==> config.mk <==
export PLATFORM = sky130hd
export DESIGN_NAME = cpu_clk_ctrl
export DESIGN_NICKNAME = d
export VERILOG_FILES = /design/src/rtl/cpu_clk_ctrl_pkg.sv /design/src/rtl/cpu_clk_ctrl_btn_debounce.sv /design/src/rtl/cpu_clk_ctrl.sv
export SDC_FILE = /design/constraint.sdc
export NUM_CORES = 1
export LEC_CHECK = 0
export CAP_MARGIN = 20
export CORE_AREA = 3 3 51 100
export CTS_BUF_LIST = sky130_fd_sc_hd__clkbuf_4
export DETAILED_ROUTE_END_ITERATION = 10
export DIE_AREA = 0 0 54 103
export GPL_TIMING_DRIVEN = 1
export PLACE_DENSITY = 0.81
export SYNTH_ARGS = -nofsm -noshare
export SYNTH_HDL_FRONTEND = slang
export SYNTH_SLANG_ARGS = --single-unit
==> constraint.sdc <==
create_clock -name clk_100mhz -period 3.7 [get_ports clk_100mhz]
set_input_delay 0.37 -clock clk_100mhz [delete_from_list [all_inputs] [get_ports clk_100mhz]]
set_output_delay 0.37 -clock clk_100mhz [all_outputs]
set_load 0.005 [all_outputs]
==> src/rtl/cpu_clk_ctrl_pkg.sv <==
// Shared types and defaults for the CPU clock-enable scheduler.
package cpu_clk_ctrl_pkg;

  // Scheduler states; 2'b11 is illegal and recovers to ST_STEP.
  typedef enum logic [1:0] {
    ST_STEP   = 2'b00,
    ST_RUN    = 2'b01,
    ST_HALTED = 2'b10
  } state_t;

  // Debounce window: 10 ms at 100 MHz.
  localparam int unsigned DB_CYCLES_DEF = 1000000;

endpackage

==> src/rtl/cpu_clk_ctrl_btn_debounce.sv <==
// Button debouncer: the clean level follows the (already synchronized) raw
// input only after raw has disagreed with it for CYCLES consecutive clocks.
module btn_debounce #(
  parameter int unsigned CYCLES = 16
) (
  input  logic clk,
  input  logic rst_n,
  input  logic raw,
  output logic clean
);

  localparam int unsigned CW = (CYCLES > 1) ? $clog2(CYCLES) : 1;
  localparam logic [CW-1:0] LAST = CW'(CYCLES - 1);

  logic [CW-1:0] cnt;

  // Count consecutive disagreement; any agreement restarts the window.
  always_ff @(posedge clk or negedge rst_n) begin
    if (!rst_n) begin
      cnt   <= '0;
      clean <= 1'b0;
    end else if (raw == clean) begin
      cnt <= '0;
    end else if (cnt == LAST) begin
      cnt   <= '0;
      clean <= raw;
    end else begin
      cnt <= cnt + 1'b1;
    end
  end

endmodule

==> src/rtl/cpu_clk_ctrl.sv <==
// Clock-enable scheduler for the multicycle MIPS core.
// Optional step-button debouncing is enabled by defining CPU_CLK_CTRL_DEBOUNCE_EN.
module cpu_clk_ctrl
  import cpu_clk_ctrl_pkg::*;
#(
  parameter int unsigned DIV_W     = 8,
  parameter int unsigned DB_CYCLES = DB_CYCLES_DEF,
  parameter int unsigned CNT_W     = 32
) (
  input  logic             clk_100mhz,
  input  logic             rst_n,
  input  logic             run_sw,
  input  logic             step_btn,
  input  logic             halt,
  input  logic [DIV_W-1:0] div_ratio,
  output logic             cpu_ce,
  output logic [1:0]       state,
  output logic [CNT_W-1:0] ce_count
);

  logic             run_s1, run_s;
  logic             btn_s1, btn_s;
  logic             btn_lvl, btn_prev, step_evt;
  state_t           st, st_nxt;
  logic [DIV_W-1:0] div_cnt, div_nxt;
  logic             ce_nxt;

  // A debounce window below two clocks leaves no room for a counter.
  if (DB_CYCLES < 2) begin : g_db_cycles_check
    $error("cpu_clk_ctrl: DB_CYCLES must be at least 2");
  end

  // Two-flop synchronizers for the asynchronous board controls.
  always_ff @(posedge clk_100mhz or negedge rst_n) begin
    if (!rst_n) begin
      run_s1 <= 1'b0;
      run_s  <= 1'b0;
      btn_s1 <= 1'b0;
      btn_s  <= 1'b0;
    end else begin
      run_s1 <= run_sw;
      run_s  <= run_s1;
      btn_s1 <= step_btn;
      btn_s  <= btn_s1;
    end
  end

`ifdef CPU_CLK_CTRL_DEBOUNCE_EN
  btn_debounce #(.CYCLES(DB_CYCLES)) u_debounce (
    .clk   (clk_100mhz),
    .rst_n (rst_n),
    .raw   (btn_s),
    .clean (btn_lvl)
  );
`else
  assign btn_lvl = btn_s;
`endif

  // Previous clean button level for rising-edge detection.
  always_ff @(posedge clk_100mhz or negedge rst_n) begin
    if (!rst_n) btn_prev <= 1'b0;
    else        btn_prev <= btn_lvl;
  end

  assign step_evt = btn_lvl & ~btn_prev;

  // State register.
  always_ff @(posedge clk_100mhz or negedge rst_n) begin
    if (!rst_n) st <= ST_STEP;
    else        st <= st_nxt;
  end

  // Next-state logic; priority halt > run level > step event.
  always_comb begin
    st_nxt = st;
    case (st)
      ST_STEP: begin
        if (halt)       st_nxt = ST_HALTED;
        else if (run_s) st_nxt = ST_RUN;
      end
      ST_RUN: begin
        if (halt)        st_nxt = ST_HALTED;
        else if (!run_s) st_nxt = ST_STEP;
      end
      ST_HALTED: begin
        if (step_evt && !halt) st_nxt = ST_STEP;
      end
      default: st_nxt = ST_STEP;
    endcase
  end

  // Enable decision and divider update for the coming edge.
  always_comb begin
    ce_nxt  = 1'b0;
    div_nxt = div_cnt;
    case (st)
      ST_STEP: begin
        if (halt) begin
          div_nxt = div_cnt;
        end else if (run_s) begin
          div_nxt = '0;
        end else if (step_evt) begin
          ce_nxt = 1'b1;
        end
      end
      ST_RUN: begin
        if (halt) begin
          div_nxt = div_cnt;
        end else if (!run_s) begin
          div_nxt = '0;
        end else if (div_cnt >= div_ratio) begin
          ce_nxt  = 1'b1;
          div_nxt = '0;
        end else begin
          div_nxt = div_cnt + 1'b1;
        end
      end
      ST_HALTED: ce_nxt = 1'b0;
      default:   div_nxt = '0;
    endcase
  end

  // Registered outputs; ce_count advances together with each issued enable.
  always_ff @(posedge clk_100mhz or negedge rst_n) begin
    if (!rst_n) begin
      cpu_ce   <= 1'b0;
      div_cnt  <= '0;
      ce_count <= '0;
    end else begin
      cpu_ce   <= ce_nxt;
      div_cnt  <= div_nxt;
      ce_count <= ce_count + CNT_W'(ce_nxt);
    end
  end

  assign state = st;

endmodule

### After elaboration in Yosys (flattened, before gate mapping)

Index checks and enable logic that the tools add are counted.

| word-level totals | value |
|---|---|
| bits in registers | 48 |
| output and inout bits | 35 |

| operators by class | value |
|---|---|
| bitwise operators | 3 |
| $add $sub $neg | 2 |
| magnitude comparators | 1 |
| muxes and demuxes | 19 |
| equal/unequal tests | 8 |
| reduce and logical (&&, ||, !) cells | 5 |

Operator list:

| kind | count |
|---|---|
| 8-bit two-way mux | 5 |
| 32-bit by 1-bit adder with 32-bit output | 1 |
| 8-bit one-hot mux with 3 select lines | 1 |
| 2-bit two-way mux | 5 |
| 8-bit by 1-bit adder with 8-bit output, second input constant | 1 |
| 8-bit >= comparator | 1 |
| 2-bit inequality test, second input constant | 4 |
| 1-bit two-way mux | 6 |
| 3-bit inequality test, second input constant | 2 |
| 2-bit one-hot mux with 3 select lines | 1 |
| 4-bit AND reduction | 1 |
| 3-bit AND reduction | 1 |
| 2-bit by 1-bit == test with 1-bit output, second input constant | 1 |
| 2-bit == test, second input constant | 1 |
| 2-bit zero test | 1 |
| 1-bit NOT | 2 |
| 1-bit one-hot mux with 2 select lines | 1 |
| 1-bit AND | 1 |
| 1-bit logical AND | 1 |
| 1-bit zero test | 1 |

### Depth between registers and ports, before layout

| logic depth | value |
|---|---|
| depth in word-level cells | 7 |
| depth in mapped cells | 14 |
| mapped depth without buffers | 14 |

### Worst setup path after synthesis

Ideal clock, no wire load.

| timing | value |
|---|---|
| path kind | flip-flop to flip-flop |
| start point | reg div_cnt[6] |
| end point | reg ce_count[28] |
| cell stages (with the launch flop) | 13 |
| setup time | 0.123 ns |
| path buffers | 0 |
| path slack | 0.818 ns |
| arrival | 2.759 ns |
| period minus slack after synthesis | 2.882 ns |
| required time | 3.577 ns |
| cells stage by stage | dfrtp_1 ha_1 and3_1 a221o_1 nand2b_1 a32o_1 ha_1 ha_1 and4_4 or3b_4 nor3_4 nand3_1 xnor2_1 |

| on the way | value |
|---|---|
| cells in the longest elaborated chain, start to end | 6 |

Ends and longest elaborated chain:

| what | line | RTL |
|---|---|---|
| from (decl) | cpu_clk_ctrl.sv:25 | `logic [DIV_W-1:0] div_cnt, div_nxt;` |
| from (signal assigned) | cpu_clk_ctrl.sv:131 | `div_cnt <= div_nxt;` |
| 8-bit >= comparator | cpu_clk_ctrl.sv:111 | `end else if (div_cnt >= div_ratio) begin` |
| 1-bit two-way mux | cpu_clk_ctrl.sv:111 |  |
| 1-bit two-way mux | cpu_clk_ctrl.sv:109 | `end else if (!run_s) begin` |
| 1-bit two-way mux | cpu_clk_ctrl.sv:107 | `if (halt) begin` |
| 1-bit one-hot mux with 2 select lines | cpu_clk_ctrl.sv:96 | `case (st)` |
| via ce_nxt | cpu_clk_ctrl.sv:26 | `logic ce_nxt;` |
| 32-bit by 1-bit adder with 32-bit output | cpu_clk_ctrl.sv:132 | `ce_count <= ce_count + CNT_W'(ce_nxt);` |
| to (signal assigned) | cpu_clk_ctrl.sv:132 |  |
| to (decl) | cpu_clk_ctrl.sv:18 | `output logic [CNT_W-1:0] ce_count` |

The timed path passes the listed nets, and every way through them passes these cells.
A chain may end at the register's enable or synchronous reset.

### Final worst setup path

| timing | value |
|---|---|
| start point | in div_ratio[7] |
| end point | reg ce_count[20] |

| on the way | value |
|---|---|
| cells in the longest elaborated chain, start to end | 6 |

Ends and longest elaborated chain:

| what | line | RTL |
|---|---|---|
| from (decl) | cpu_clk_ctrl.sv:15 | `input logic [DIV_W-1:0] div_ratio,` |
| 8-bit >= comparator | cpu_clk_ctrl.sv:111 |  |
| 1-bit two-way mux | cpu_clk_ctrl.sv:111 |  |
| 1-bit two-way mux | cpu_clk_ctrl.sv:109 |  |
| 1-bit two-way mux | cpu_clk_ctrl.sv:107 |  |
| 1-bit one-hot mux with 2 select lines | cpu_clk_ctrl.sv:96 |  |
| via ce_nxt | cpu_clk_ctrl.sv:26 |  |
| 32-bit by 1-bit adder with 32-bit output | cpu_clk_ctrl.sv:132 |  |

The timed path passes the listed nets, and every way through them passes these cells.

==> run summary <==
===========================================================================================
Signal arrival time at the worst endpoint ....................................      3.49 ns
Least setup slack across all paths after layout ..............................    0.4561 ns
Most common library cell in the layout ignoring fill and taps ................ sky130_fd_sc_hd__dfrtp_1
Number of design-rule violations left by the first detailed-router iteration .           24
Via-to-Cell Ratio ............................................................        5.382
Measured slew at the worst slew-check pin ....................................    0.9048 ns
Final Max Slew Viols .........................................................            0
Final critical-path share of the clock period ................................       87.67%
Critical Setup Path Class ....................................................       in2reg
Clk slew on worst S/H paths ..................................................      0.13 ns
F_max ........................................................................   0.3083 GHz
Deepest level of the CTS H-tree ..............................................            2
Layout cells sized above 1 ...................................................       6.084%
Place WS .....................................................................   0.08034 ns
EDFF count, synth ............................................................            0
Post-route cell area .........................................................   2895 sq um
Dominant synthesized flop cell ............................................... sky130_fd_sc_hd__dfrtp_1
Power density of the placed cells ............................................ 301.4 nW/um^2
Placer Congestion ............................................................       0.7900
Placeable Area ...............................................................   4382 sq um
Required time of the critical path ...........................................      3.95 ns
Number of placement rows .....................................................           34
Port Buf Inserts .............................................................           47
Worst max-slew margin expressed relative to the limit ........................       39.68%
Post-CTS setup buffer count ..................................................            0
Remaining routing DRC violations .............................................            0
Critical Path End Type .......................................................         flop
Post-Route WL ................................................................     4.620 mm
DIE AREA .....................................................................   5562 sq um
Worst IR Drop VDD ............................................................    0.2946 mV
Vertical extent of the die ...................................................  103 microns
CTS tree .....................................................................        built
Hold-critical path depth .....................................................            0
Number of global-route vias before repair ....................................         1851
Number of register bits inferred by synthesis ................................           48
Maximum clock skew at final layout ...........................................   0.01458 ns
Post-synthesis instance area .................................................   2277 sq um
Via Count ....................................................................         1706
Launch instance of the worst min-delay path ..................................       run_s1
Detail Placement HPWL ........................................................     3.478 mm
RSZ-0062 raised after global routing .........................................           no
IO Count .....................................................................           48
Startpoint of the worst setup timing path .................................... div_ratio[7]
Hold Path Sink ...............................................................        run_s
HP Class .....................................................................      reg2reg
Static Leak ..................................................................  0.001340 uW
Outcome ...................................................................... finished clean
Total nets after synthesis ...................................................          231
Reg-to-reg endpoint .......................................................... ce_count[20]
Top library cells by usage in the layout, fill and taps aside ................ sky130_fd_sc_hd__dfrtp_1 (48), sky130_fd_sc_hd__clkdlybuf4s50_1 (46), sky130_fd_sc_hd__xnor2_1 (24)
Avg Synthesized Cell Area ....................................................  11.00 sq um
Number of antenna violations at the first check in global routing ............            0
CP max FO ....................................................................            4
Average wire per standard cell ............................................... 14.57 microns
Overall routing resource usage ...............................................       19.04%
Clock latency on the worst-skew pair .........................................      0.36 ns
Total Neg Setup Slack ........................................................         0 ns
Max-capacitance violation count ..............................................            0
Number of nets at the end of the flow ........................................          286
Number of nets with antenna violations after detailed routing ................            0
Total inserted antenna cells .................................................            0
Signed area change from the synthesized netlist to the final layout ..........       27.14%
Synth Warn # .................................................................            0
Sequential area share after synthesis ........................................       52.75%
Endpoints failing hold .......................................................            0
First-pass DRT Iterations ....................................................            4
Instance count of the mapped netlist .........................................          207
Clock Tree Root .............................................................. sky130_fd_sc_hd__clkbuf_4
Buffer depth of the longest clock path .......................................            2
Maximum number of pins on one net before global-route repair .................           49
Initial core utilization .....................................................       51.97%
Number of clock sinks seen by CTS ............................................           48
Final worst path period need .................................................     3.244 ns
Post-synth cell types ........................................................           38
Placed inst area .............................................................   2809 sq um
Global-route wire length before repair .......................................     7.935 mm
Nature of the critical path startpoint .......................................    input pin
Minimum setup slack among reg-to-reg paths ...................................      0.49 ns
Launch point of the worst reg-to-reg path ....................................   div_cnt[6]
Residual overflow from global routing ........................................            0
Die boundary width ...........................................................   54 microns
Asr flop ratio synth .........................................................       100.0%
Number of cell instances on the worst register-to-register path ..............           12
Number of CTS-inserted buffers ...............................................            5
Final Setup Violations .......................................................            0
===========================================================================================
-- worst max-delay path, stage by stage --
cell and delay, ns:
sky130_fd_sc_hd__clkdlybuf4s50_1 0.45, sky130_fd_sc_hd__inv_1 0.04, sky130_fd_sc_hd__ha_1 0.28, sky130_fd_sc_hd__and3_1 0.19
sky130_fd_sc_hd__a221o_1 0.20, sky130_fd_sc_hd__nand2b_1 0.16, sky130_fd_sc_hd__a32o_1 0.19, sky130_fd_sc_hd__ha_1 0.20
sky130_fd_sc_hd__ha_1 0.22, sky130_fd_sc_hd__and4_4 0.26, sky130_fd_sc_hd__or3b_4 0.42, sky130_fd_sc_hd__nor2_1 0.21
sky130_fd_sc_hd__nand4_1 0.15, sky130_fd_sc_hd__xnor2_1 0.15
-- power by group --
part	leakage (uW)	internal (uW)	total [uW]	switching, uW
Clock	0.0000338	88.1	244	156
Combinational	0.000653	43.4	75.4	32.0
Sequential	0.000653	540	553	13.2
-- flip-flops by register name (all words and copies together) (netlist names) --
| signal | flops |
|---|---|
| btn_s1 | 1 |
| run_s1 | 1 |
| div_cnt | 8 |
| ce_count | 32 |
| run_s | 1 |
| cpu_ce | 1 |
| btn_lvl | 1 |
| state | 2 |
| btn_prev | 1 |
-- per-stage QoR --
step                hold slack [ns]  utilization [%]  instances  power [uW]
floorplan                   0.07441                -        207       582.2
global placement             0.3370            64.11        307       634.7
detailed placement           0.3347            64.11        307       636.8
CTS                          0.2061            65.39        315       880.8
global route                 0.3760            66.08        317       911.4
finish                       0.3614            66.08        317       872.5
-- worst max-delay path by stage --
stage                        end  slack, ns  cells past startpoint
floorplan           ce_count[28]       0.82                     12
global placement    ce_count[20]       0.13                     14
detailed placement  ce_count[20]       0.08                     14
CTS                 ce_count[20]       0.46                     14
global route        ce_count[20]       0.24                     14
finish              ce_count[20]       0.46                     14
-- cells by family after synthesis --
logic type / Yosys count / synth area share [%]
adder cells (fa/ha/maj): 11 / 6.044
XOR/XNOR: 31 / 11.92
multiplexers: 1 / 0.4396
flip-flops: 48 / 52.75
AO/OA/AOI/OAI: 19 / 6.155
buffers and inverters: 15 / 2.527
AND/OR/NAND/NOR: 82 / 20.16
-- Yosys cell counts, types with 2 or more instances --
library cell,instances,area share (%)
sky130_fd_sc_hd__nand4_1,6,1.6
sky130_fd_sc_hd__nand3_1,19,4.2
sky130_fd_sc_hd__o21ai_0,4,0.88
sky130_fd_sc_hd__xor2_1,7,2.7
sky130_fd_sc_hd__and4_1,5,1.9
sky130_fd_sc_hd__nor3_1,3,0.66
sky130_fd_sc_hd__a31oi_1,4,1.1
sky130_fd_sc_hd__nand2b_1,2,0.55
sky130_fd_sc_hd__nor2_1,9,1.5
sky130_fd_sc_hd__dfrtp_1,48,53
sky130_fd_sc_hd__inv_1,13,2.1
sky130_fd_sc_hd__nand2_1,20,3.3
sky130_fd_sc_hd__nor2b_1,3,0.82
sky130_fd_sc_hd__xnor2_1,24,9.2
sky130_fd_sc_hd__a21oi_1,2,0.44
sky130_fd_sc_hd__and2_1,2,0.55
sky130_fd_sc_hd__ha_1,11,6.0
sky130_fd_sc_hd__and3_1,5,1.4
-- per-layer routing --
layer / track usage (%) / vias to the layer above / wire length (microns)
met5: 0 / - / 0
met4: 8.829 / 0 / 95
met3: 2.894 / 9 / 178
met2: 35.23 / 35 / 2568
met1: 19.96 / 832 / 1777
li1: - / 830 / -
-- timing repair --
action | 4_1_cts | 5_1_grt
endpoints found under the hold margin | 0 | 17
gates resized for setup | 0 | 0
hold buffers | 0 | 1
-- final cells by class --
type / instances / area [sq um]
inverter: 13 / 48.80
sequential: 48 / 1201
tap: 54 / 67.56
clock inverter: 1 / 3.754
timing repair buffer: 50 / 503.0
fill: 371 / 1486
multi-input combinational: 144 / 1018
clock buffer: 7 / 52.55
No activity file was read; power rests on OpenSTA's default activity.
